File: config.mk
export PLATFORM = sky130hd
export DESIGN_NAME = divider_arbiter
export DESIGN_NICKNAME = d
export VERILOG_FILES = /design/src/rtl/divider_arbiter.sv
export SDC_FILE = /design/constraint.sdc
export NUM_CORES = 1
export LEC_CHECK = 0
export CAP_MARGIN = 20
export CORE_MARGIN = 2
export CORE_UTILIZATION = 44
export DETAILED_ROUTE_END_ITERATION = 10
export PLACE_DENSITY = 0.84
export SLEW_MARGIN = 20
export SYNTH_ARGS = -nofsm -noshare
export SYNTH_HDL_FRONTEND = slang
export SYNTH_SLANG_ARGS = --single-unit
File: constraint.sdc
create_clock -name clk_in -period 3.97 [get_ports clk_in]
set_clock_uncertainty 0.2 [all_clocks]
set_input_delay 0.794 -clock clk_in [delete_from_list [all_inputs] [get_ports clk_in]]
set_output_delay 0.794 -clock clk_in [all_outputs]
set_load 0.02 [all_outputs]
File: src/rtl/divider_arbiter.sv
// Round-robin arbiter sharing one serial divider among NUM_REQ requesters; accept pulse is combinational in IDLE.
// Latency 4 cycles + divider latency (2 for divide-by-zero); requests stay pending in valid while a job is in flight.
module divider_arbiter #(
  parameter int NUM_REQ        = 4,
  parameter int WIDTH          = 24,
  parameter int TIMEOUT_CYCLES = 64
) (
  input  logic                     clk_in,
  input  logic                     rst_in,
  input  logic [NUM_REQ-1:0]       req_valid_in,
  input  logic [NUM_REQ*WIDTH-1:0] req_dividend_in,
  input  logic [NUM_REQ*WIDTH-1:0] req_divisor_in,
  output logic [NUM_REQ-1:0]       req_ready_out,
  output logic [NUM_REQ-1:0]       resp_valid_out,
  output logic [WIDTH-1:0]         resp_quotient_out,
  output logic [WIDTH-1:0]         resp_remainder_out,
  output logic                     resp_error_out,
  output logic [WIDTH-1:0]         div_dividend_out,
  output logic [WIDTH-1:0]         div_divisor_out,
  output logic                     div_valid_out,
  input  logic [WIDTH-1:0]         div_quotient_in,
  input  logic [WIDTH-1:0]         div_remainder_in,
  input  logic                     div_valid_in,
  input  logic                     div_error_in,
  input  logic                     div_busy_in
);

  localparam int IDX_W = (NUM_REQ > 1) ? $clog2(NUM_REQ) : 1;
  localparam int CNT_W = $clog2(TIMEOUT_CYCLES) + 1;
  localparam logic [IDX_W:0]   NUM_REQ_W = (IDX_W + 1)'(NUM_REQ);
  localparam logic [CNT_W-1:0] CNT_LAST  = CNT_W'(TIMEOUT_CYCLES - 1);

  typedef enum logic [1:0] {IDLE, ISSUE, WAIT, RESPOND} state_t;

  state_t             state_q, state_d;
  logic [IDX_W-1:0]   rr_ptr, gnt_idx, gnt_q, rr_next;
  logic [IDX_W:0]     scan_idx, inc_idx;
  logic               gnt_found;
  logic [WIDTH-1:0]   sel_dividend, sel_divisor;
  logic [CNT_W-1:0]   tmo_cnt;
  logic [WIDTH-1:0]   pend_quo, pend_rem;
  logic               pend_err;

  // First requesting index at or after rr_ptr, wrapping modulo NUM_REQ.
  always_comb begin
    gnt_found = 1'b0;
    gnt_idx   = '0;
    scan_idx  = '0;
    for (int i = 0; i < NUM_REQ; i++) begin
      scan_idx = {1'b0, rr_ptr} + (IDX_W + 1)'(i);
      if (scan_idx >= NUM_REQ_W) scan_idx = scan_idx - NUM_REQ_W;
      if (!gnt_found && req_valid_in[scan_idx[IDX_W-1:0]]) begin
        gnt_found = 1'b1;
        gnt_idx   = scan_idx[IDX_W-1:0];
      end
    end
    sel_dividend = req_dividend_in[gnt_idx*WIDTH +: WIDTH];
    sel_divisor  = req_divisor_in[gnt_idx*WIDTH +: WIDTH];
    inc_idx      = {1'b0, gnt_q} + (IDX_W + 1)'(1);
    rr_next      = (inc_idx >= NUM_REQ_W) ? '0 : inc_idx[IDX_W-1:0];
  end

  always_ff @(posedge clk_in) begin
    if (rst_in) state_q <= IDLE;
    else        state_q <= state_d;
  end

  always_comb begin
    state_d       = state_q;
    req_ready_out = '0;
    case (state_q)
      IDLE: begin
        if (gnt_found && !rst_in) begin
          req_ready_out[gnt_idx] = 1'b1;
          state_d = (sel_divisor == '0) ? RESPOND : ISSUE;
        end
      end
      ISSUE:   if (!div_busy_in) state_d = WAIT;
      WAIT:    if (div_valid_in || tmo_cnt == CNT_LAST) state_d = RESPOND;
      RESPOND: state_d = IDLE;
      default: state_d = IDLE;
    endcase
  end

  always_ff @(posedge clk_in) begin
    if (rst_in) begin
      rr_ptr             <= '0;
      gnt_q              <= '0;
      tmo_cnt            <= '0;
      pend_quo           <= '0;
      pend_rem           <= '0;
      pend_err           <= 1'b0;
      div_dividend_out   <= '0;
      div_divisor_out    <= '0;
      div_valid_out      <= 1'b0;
      resp_valid_out     <= '0;
      resp_quotient_out  <= '0;
      resp_remainder_out <= '0;
      resp_error_out     <= 1'b0;
    end else begin
      div_valid_out  <= 1'b0;
      resp_valid_out <= '0;
      case (state_q)
        IDLE: begin
          if (gnt_found) begin
            gnt_q            <= gnt_idx;
            div_dividend_out <= sel_dividend;
            div_divisor_out  <= sel_divisor;
            // Divide-by-zero is answered locally; the divider never sees it.
            if (sel_divisor == '0) begin
              pend_quo <= '0;
              pend_rem <= sel_dividend;
              pend_err <= 1'b1;
            end
          end
        end
        ISSUE: begin
          if (!div_busy_in) begin
            div_valid_out <= 1'b1;
            tmo_cnt       <= '0;
          end
        end
        WAIT: begin
          if (div_valid_in) begin
            pend_quo <= div_quotient_in;
            pend_rem <= div_remainder_in;
            pend_err <= div_error_in;
          end else if (tmo_cnt == CNT_LAST) begin
            pend_quo <= '1;
            pend_rem <= '0;
            pend_err <= 1'b1;
          end else begin
            tmo_cnt <= tmo_cnt + CNT_W'(1);
          end
        end
        RESPOND: begin
          resp_valid_out[gnt_q] <= 1'b1;
          resp_quotient_out     <= pend_quo;
          resp_remainder_out    <= pend_rem;
          resp_error_out        <= pend_err;
          rr_ptr                <= rr_next;
        end
        default: ;
      endcase
    end
  end

endmodule

==> impl_metrics.csv, run 1 <==
group,metric,value,unit
run_status,status,"finished, violations left",
run_status,violations,"negative setup slack",
synthesis,netlist_area,8910,um2
cells_and_area,fin_util,69.4,%
floorplan,io_pins,355,
clocking,cts.sink_count,164,
route,via_per_inst,5.66,
floorplan,initial_core_util,44.5,%
route,routedWlPerCell,18.9,um
clocking,cts_hold_buffers,0,
clocking,cts-root-buf,"clkbuf_16",
global_route,grt_max_degree,156,
route,drt-total-wl,34200,um
power_and_ir_drop,p_leak,5.38,nW
cells_and_area,fin_nets,1783,
cells_and_area,stdcell_count,1808,
placed_design,gp_congestion,0.990,
setup_path,crit_top_cell,"buf_4",
cells_and_area,final_layout_size_suffix_gt1_share,11.8,%
min_path,hp-class,"reg -> reg",
power_and_ir_drop,p_per_area,501,nW/um2
clocking,clk_pin_slew,0.08,ns
timing,timing.fmax,246,MHz
synthesis,synthFlopType,"dfxtp_1",
clocking,insertion_delay,0.43,ns
route,vias,10200,
cells_and_area,fill_cells,1620,
cells_and_area,layout_common_cells,"clkdlybuf4s50_1 (346), nor2_1 (222), dfxtp_1 (164), nand2_1 (104), nand3_1 (92)",
synthesis,synthesis.instances,1172,
floorplan,core,20000,um2
route,ant_nets,0,
timing,setup_violations,32,
clocking,clock_path_buffers,2,
setup_path,critPathKind,"in -> reg",
run,drv_cap,0,
synthesis,ys_seq_area_share,36.8,%
synthesis,syn_avg_cell_area,7.61,um2
synthesis,ys_ff_latch,164,
cells_and_area,diodes,0,
setup_path,endpoint_kind,"register",
synthesis,synth_edf_count,0,
floorplan,die_y,146,um
floorplan,die_x,146,um
cells_and_area,layout_commonest_cell,"clkdlybuf4s50_1",
timing,finalCritPeriodShare,102,%
placed_design,placed_cells,1766,
clocking,cts_tree,"built",
timing,slew_viol_final,0,
placed_design,numPortBuffers,354,
setup_path,worstPathArrival,4.21,ns
timing,min_period,4.07,ns
clocking,h-tree-depth,4,
global_route,antenna_found_initial,0,
setup_path,crit_path_max_incr_delay,0.49,ns
timing,relSlewSlack,34.9,%
placed_design,place_hpwl,23900,um
floorplan,die_area,21400,um2
timing,rsz0062_at_grt,"true",
global_route,overflow,0,
placed_design,dpl-instance-area,13100,um2
synthesis,syn-num-nets,1430,
timing,finalHoldViolations,0,
setup_path,startpoint_type,"primary input",
synthesis,synth_async_sr_flop_share,0,%
power_and_ir_drop,power,6.96,mW
timing,hold_slack,0.249,ns
synthesis,yosysWarningCount,0,
synthesis,synth.distinct_cells,56,
floorplan,rows,52,
power_and_ir_drop,ir_drop,477,uV
setup_path,slowest_stage,"clkdlybuf4s50_1",
setup_path,cp_max_fo,12,
global_route,track_usage,29.8,%
clocking,cts_made_buffers,17,
timing,worstMarginPinSlew,0.975,ns
route,drc,0,
route,drt_iter0_drc,694,
cells_and_area,stdcell_area,13900,um2
timing,setup_ws,-0.0958,ns
setup_path,cp.required,4.11,ns
global_route,grt_pass1_vias,9637,
global_route,grt_pass1_wl,50800,um
setup_path,crit_chain,"clkdlybuf4s50_1 > inv_2 > buf_4 > buf_4 > o211a_1 > o21ai_0 > nand3_1 > a22o_1 > or4_4 > buf_4 > nor4_4 > buf_4 > o21ai_4 > clkbuf_16 > a221oi_2",
route,drt_first_pass_iters,5,
cells_and_area,syn2layout_area_growth,56.1,%
[worst max-delay path, delay by kind of cell]
kind            cells  cell delay (ns)
buf+inv             7             1.42
compound gates      5             1.14
simple gates        3             0.85
[registers in the layout, summed over array words and instances, names as in the netlist]
register,cells
div_dividend_out,24
div_divisor_out,24
div_valid_out,1
gnt_q,2
pend_err,1
pend_quo,24
pend_rem,24
resp_error_out,1
resp_quotient_out,24
resp_remainder_out,24
resp_valid_out,4
rr_ptr,2
state_q,2
tmo_cnt,7
[repair_timing]
action,4_1_cts,5_1_grt
buffers inserted,0,7
pin swaps,1,4
cloned,0,3
endpoints found under the setup margin,44,53
gates resized for setup,12,18
[where the power goes]
group | switching [mW] | internal, mW | total (mW)
Sequential | 0.197 | 1.94 | 2.14
Clock | 0.808 | 0.853 | 1.66
Combinational | 1.84 | 1.33 | 3.16
Total | 2.84 | 4.12 | 6.96
[synthesized netlist by cell type (all sizes together) (17+ instances only)]
library cell,number,share of area [%]
nand2,106,4.6
a211oi,18,1.5
a31oi,24,1.7
inv,33,1.4
nor2,224,9.4
buf,30,1.9
o2111ai,24,2.4
mux2i,53,6.0
dfxtp,164,37
a221oi,25,3.9
and3,17,1.2
o211a,25,2.8
nand3,92,5.2
o21ai,77,4.4
o211ai,25,2.3
a21oi,78,4.4
clkbuf,81,3.4
[through the flow]
step / setup TNS [ns] / setup WS (ns)
after detailed placement: -24.42 / -0.512
final: -1.62 / -0.0958
after global routing: -4.11 / -0.149
after global placement: -18.29 / -0.385
after floorplan: 0 / 0.219
after CTS: 0 / 0.0245
[area by class of cell]
type                    count  area (um2)  share of cell area [%]
clock inverters            15         178                    1.28
clock buffers              17         425                    3.06
repair buffers            444        4360                    31.4
flip-flops and latches    164        3280                    23.6
inverters                  34         128                   0.917
well taps                 270         338                    2.43
multi-input cells         864        5200                    37.4
[path summary, 6_finish.rpt]
| kind | from | endpoint | slack (ns) | cells past startpoint |
|---|---|---|---|---|
| setup / recovery | req_valid_in[3] | pend_rem[12]$_SDFFE_PP0P_ | -0.1 | 15 |
| hold / removal | tmo_cnt[6]$_SDFFE_PP0P_ | tmo_cnt[6]$_SDFFE_PP0P_ | 0.25 | 2 |
| setup reg to reg | rr_ptr[1]$_SDFFE_PP0N_ | pend_rem[12]$_SDFFE_PP0P_ | 0.31 | 14 |
| hold reg to reg | tmo_cnt[6]$_SDFFE_PP0P_ | tmo_cnt[6]$_SDFFE_PP0P_ | 0.25 | 2 |
[metal layers]
metal	vias up	track usage, %	part of all wire (%)	routed length (um)
met2	487	53.2	50	16900
met4	0	11.4	4.1	1390
met1	4794	34.9	39	13300
li1	4859	-	-	-
met5	-	0	0	0
met3	90	6.50	7.4	2510
[logic make-up after synthesis]
| group | share of synthesized area [%] |
|---|---|
| AO/OA/AOI/OAI | 25.4 |
| flip-flops | 36.8 |
| buffers and inverters | 6.78 |
| XOR/XNOR | 0.491 |
| AND/OR/NAND/NOR | 23.3 |
| multiplexers | 5.95 |
| adder cells (fa/ha/maj) | 1.26 |
No activity file was read; power rests on OpenSTA's default activity.
==> run 2: changes to the inputs <==
--- a/config.mk
+++ b/config.mk
@@ -10,6 +10,7 @@
 export CORE_UTILIZATION = 44
 export DETAILED_ROUTE_END_ITERATION = 10
 export PLACE_DENSITY = 0.84
+export REMOVE_ABC_BUFFERS = 1
 export SLEW_MARGIN = 20
 export SYNTH_ARGS = -nofsm -noshare
 export SYNTH_HDL_FRONTEND = slang
==> run 2 against run 1 <==
  * The run now ends clean
  * Setup slack improved by 0.22 ns
  * Cell count is 0.66% lower
  * Die area is the same
  * Via count is 2.4% lower
  * Flip-flop and latch count stayed put
  * First-iteration DRC count fell by 5.0%
  * Final area is 0.25% lower
  * Register-to-register slack better by 0.13 ns
  * Critical path type unchanged
  * Largest power group unchanged
==> impl_metrics.csv, run 2 (synthesis results as in run 1) <==
group,metric,value,unit
cells_and_area,fin_util,69.2,%
setup_path,worstPathArrival,3.97,ns
cells_and_area,fin_nets,1771,
setup_path,crit_path_max_incr_delay,0.54,ns
route,drc,0,
placed_design,gp_congestion,0.921,
global_route,grt_pass1_vias,9691,
timing,min_period,3.84,ns
timing,setup_tns,0,ns
timing,setup_ws,0.128,ns
cells_and_area,stdcell_area,13900,um2
clocking,insertion_delay,0.43,ns
timing,slew_viol_final,0,
timing,relSlewSlack,33.8,%
setup_path,cp_top_family,"simple AND/OR/NAND/NOR gates",
timing,timing.fmax,260,MHz
cells_and_area,layout_common_cells,"clkdlybuf4s50_1 (346), nor2_1 (221), dfxtp_1 (164), nand2_1 (104), nand3_1 (92)",
global_route,antenna_found_initial,0,
floorplan,io_pins,355,
clocking,clock_path_buffers,2,
placed_design,place_hpwl,22100,um
clocking,clk_pin_slew,0.07,ns
setup_path,timing.critical_path.buf_inv,5,
setup_path,crit_top_cell,"buf_4",
setup_path,startpoint_type,"primary input",
global_route,grt_pass1_wl,48700,um
floorplan,rows,52,
route,vias,9980,
timing,finalHoldViolations,0,
timing,worstMarginPinSlew,0.993,ns
min_path,hp-class,"reg -> reg",
route,via_per_inst,5.56,
clocking,cts_made_buffers,17,
setup_path,endpoint_kind,"register",
power_and_ir_drop,p_per_area,504,nW/um2
floorplan,die_area,21400,um2
route,routedWlPerCell,17.1,um
cells_and_area,diodes,0,
clocking,cts_tree,"built",
setup_path,crit_chain,"clkdlybuf4s50_1 > inv_2 > o2bb2ai_1 > or2_2 > a211oi_2 > o22ai_1 > or4_4 > buf_4 > nor4_4 > buf_4 > o21ai_4 > buf_12 > a221oi_2",
clocking,h-tree-depth,4,
clocking,cts-root-buf,"clkbuf_16",
timing,setup_violations,0,
run,drv_cap,0,
setup_path,critPathKind,"in -> reg",
timing,finalCritPeriodShare,96.8,%
cells_and_area,layout_commonest_cell,"clkdlybuf4s50_1",
placed_design,dpl-instance-area,13100,um2
placed_design,numPortBuffers,354,
cells_and_area,final_layout_size_suffix_gt1_share,11.7,%
floorplan,core,20000,um2
global_route,overflow,0,
cells_and_area,syn2layout_area_growth,55.7,%
setup_path,slowest_stage,"or4_4",
run_status,status,"finished clean",
setup_path,cp.required,4.10,ns
global_route,grt_max_degree,150,
setup_path,cp_max_fo,19,
route,drt_iter0_drc,659,
floorplan,initial_core_util,44.5,%
floorplan,die_x,146,um
route,drt-total-wl,30600,um
placed_design,place_ws,-0.521,ns
clocking,cts.sink_count,164,
power_and_ir_drop,ir_drop,331,uV
power_and_ir_drop,p_leak,5.30,nW
route,drt_first_pass_iters,5,
floorplan,die_y,146,um
global_route,track_usage,27.9,%
route,ant_nets,0,
## run 2: routing by layer
metal | track usage [%] | vias up | routed length (um)
met1 | 32.2 | 4645 | 12000
met2 | 50.0 | 445 | 15400
met5 | 0 | - | 0
met4 | 10.9 | 0 | 1050
li1 | - | 4827 | -
met3 | 6.56 | 63 | 2140
## run 2: final timing paths
check / cells after the start / slack (ns) / start / endpoint
worst min-delay path: 2 / 0.25 / tmo_cnt[6]$_SDFFE_PP0P_ / tmo_cnt[6]$_SDFFE_PP0P_
worst max register to register: 12 / 0.44 / rr_ptr[1]$_SDFFE_PP0N_ / pend_rem[9]$_SDFFE_PP0P_
worst min register to register: 2 / 0.25 / tmo_cnt[6]$_SDFFE_PP0P_ / tmo_cnt[6]$_SDFFE_PP0P_
worst max-delay path: 13 / 0.13 / req_valid_in[3] / pend_rem[9]$_SDFFE_PP0P_
## run 2: worst register-to-register path: stages, from the launching register on
cell and delay, ns:
dfxtp_1 0.46, mux2i_1 0.21, o2bb2ai_1 0.13, or2_2 0.37, a211oi_2 0.26, o22ai_1 0.11
or4_4 0.54, buf_4 0.16, nor4_4 0.24, buf_4 0.18, o21ai_4 0.08, buf_12 0.20
a221oi_2 0.30
## run 2: timing repair
item	in CTS	in global routing
pin swaps	1	5
resized for setup	23	12
buffers inserted	0	0
hold endpoints to repair	0	0
gates cloned	0	2
endpoints found under the setup margin	53	53
hold buffers	0	0
## run 2: power breakdown
part / switching [mW] / total, mW / internal (mW)
logic: 1.79 / 3.11 / 1.32
clock network: 0.697 / 1.75 / 1.05
registers: 0.188 / 2.13 / 1.94
total: 2.67 / 6.99 / 4.32
## run 2: cell type report
class / count / area, um2
clock buffers: 20 / 467
clock inverters: 12 / 169
fillers: 1587 / 6160
inverters: 34 / 128
multi-input cells: 865 / 5220
flip-flops and latches: 164 / 3280
well taps: 270 / 338
repair buffers: 431 / 4270
## run 2: per-stage QoR
step	instances	hold WS (ns)	total power, mW
detailed placement	1762	0.238	5.21
global placement	1762	0.231	5.15
finish	1796	0.246	6.99
floorplan	1061	0.223	3.82
CTS	1794	0.249	6.99
global route	1796	0.273	7.39
==> run 3: changes to the inputs <==
--- a/config.mk
+++ b/config.mk
@@ -9,6 +9,7 @@
 export CORE_MARGIN = 2
 export CORE_UTILIZATION = 44
 export DETAILED_ROUTE_END_ITERATION = 10
+export HOLD_SLACK_MARGIN = 0.03
 export PLACE_DENSITY = 0.84
 export REMOVE_ABC_BUFFERS = 1
 export SLEW_MARGIN = 20
==> results of run 3 <==
The final DEF is identical to that of run 2; final timing and power are the same.
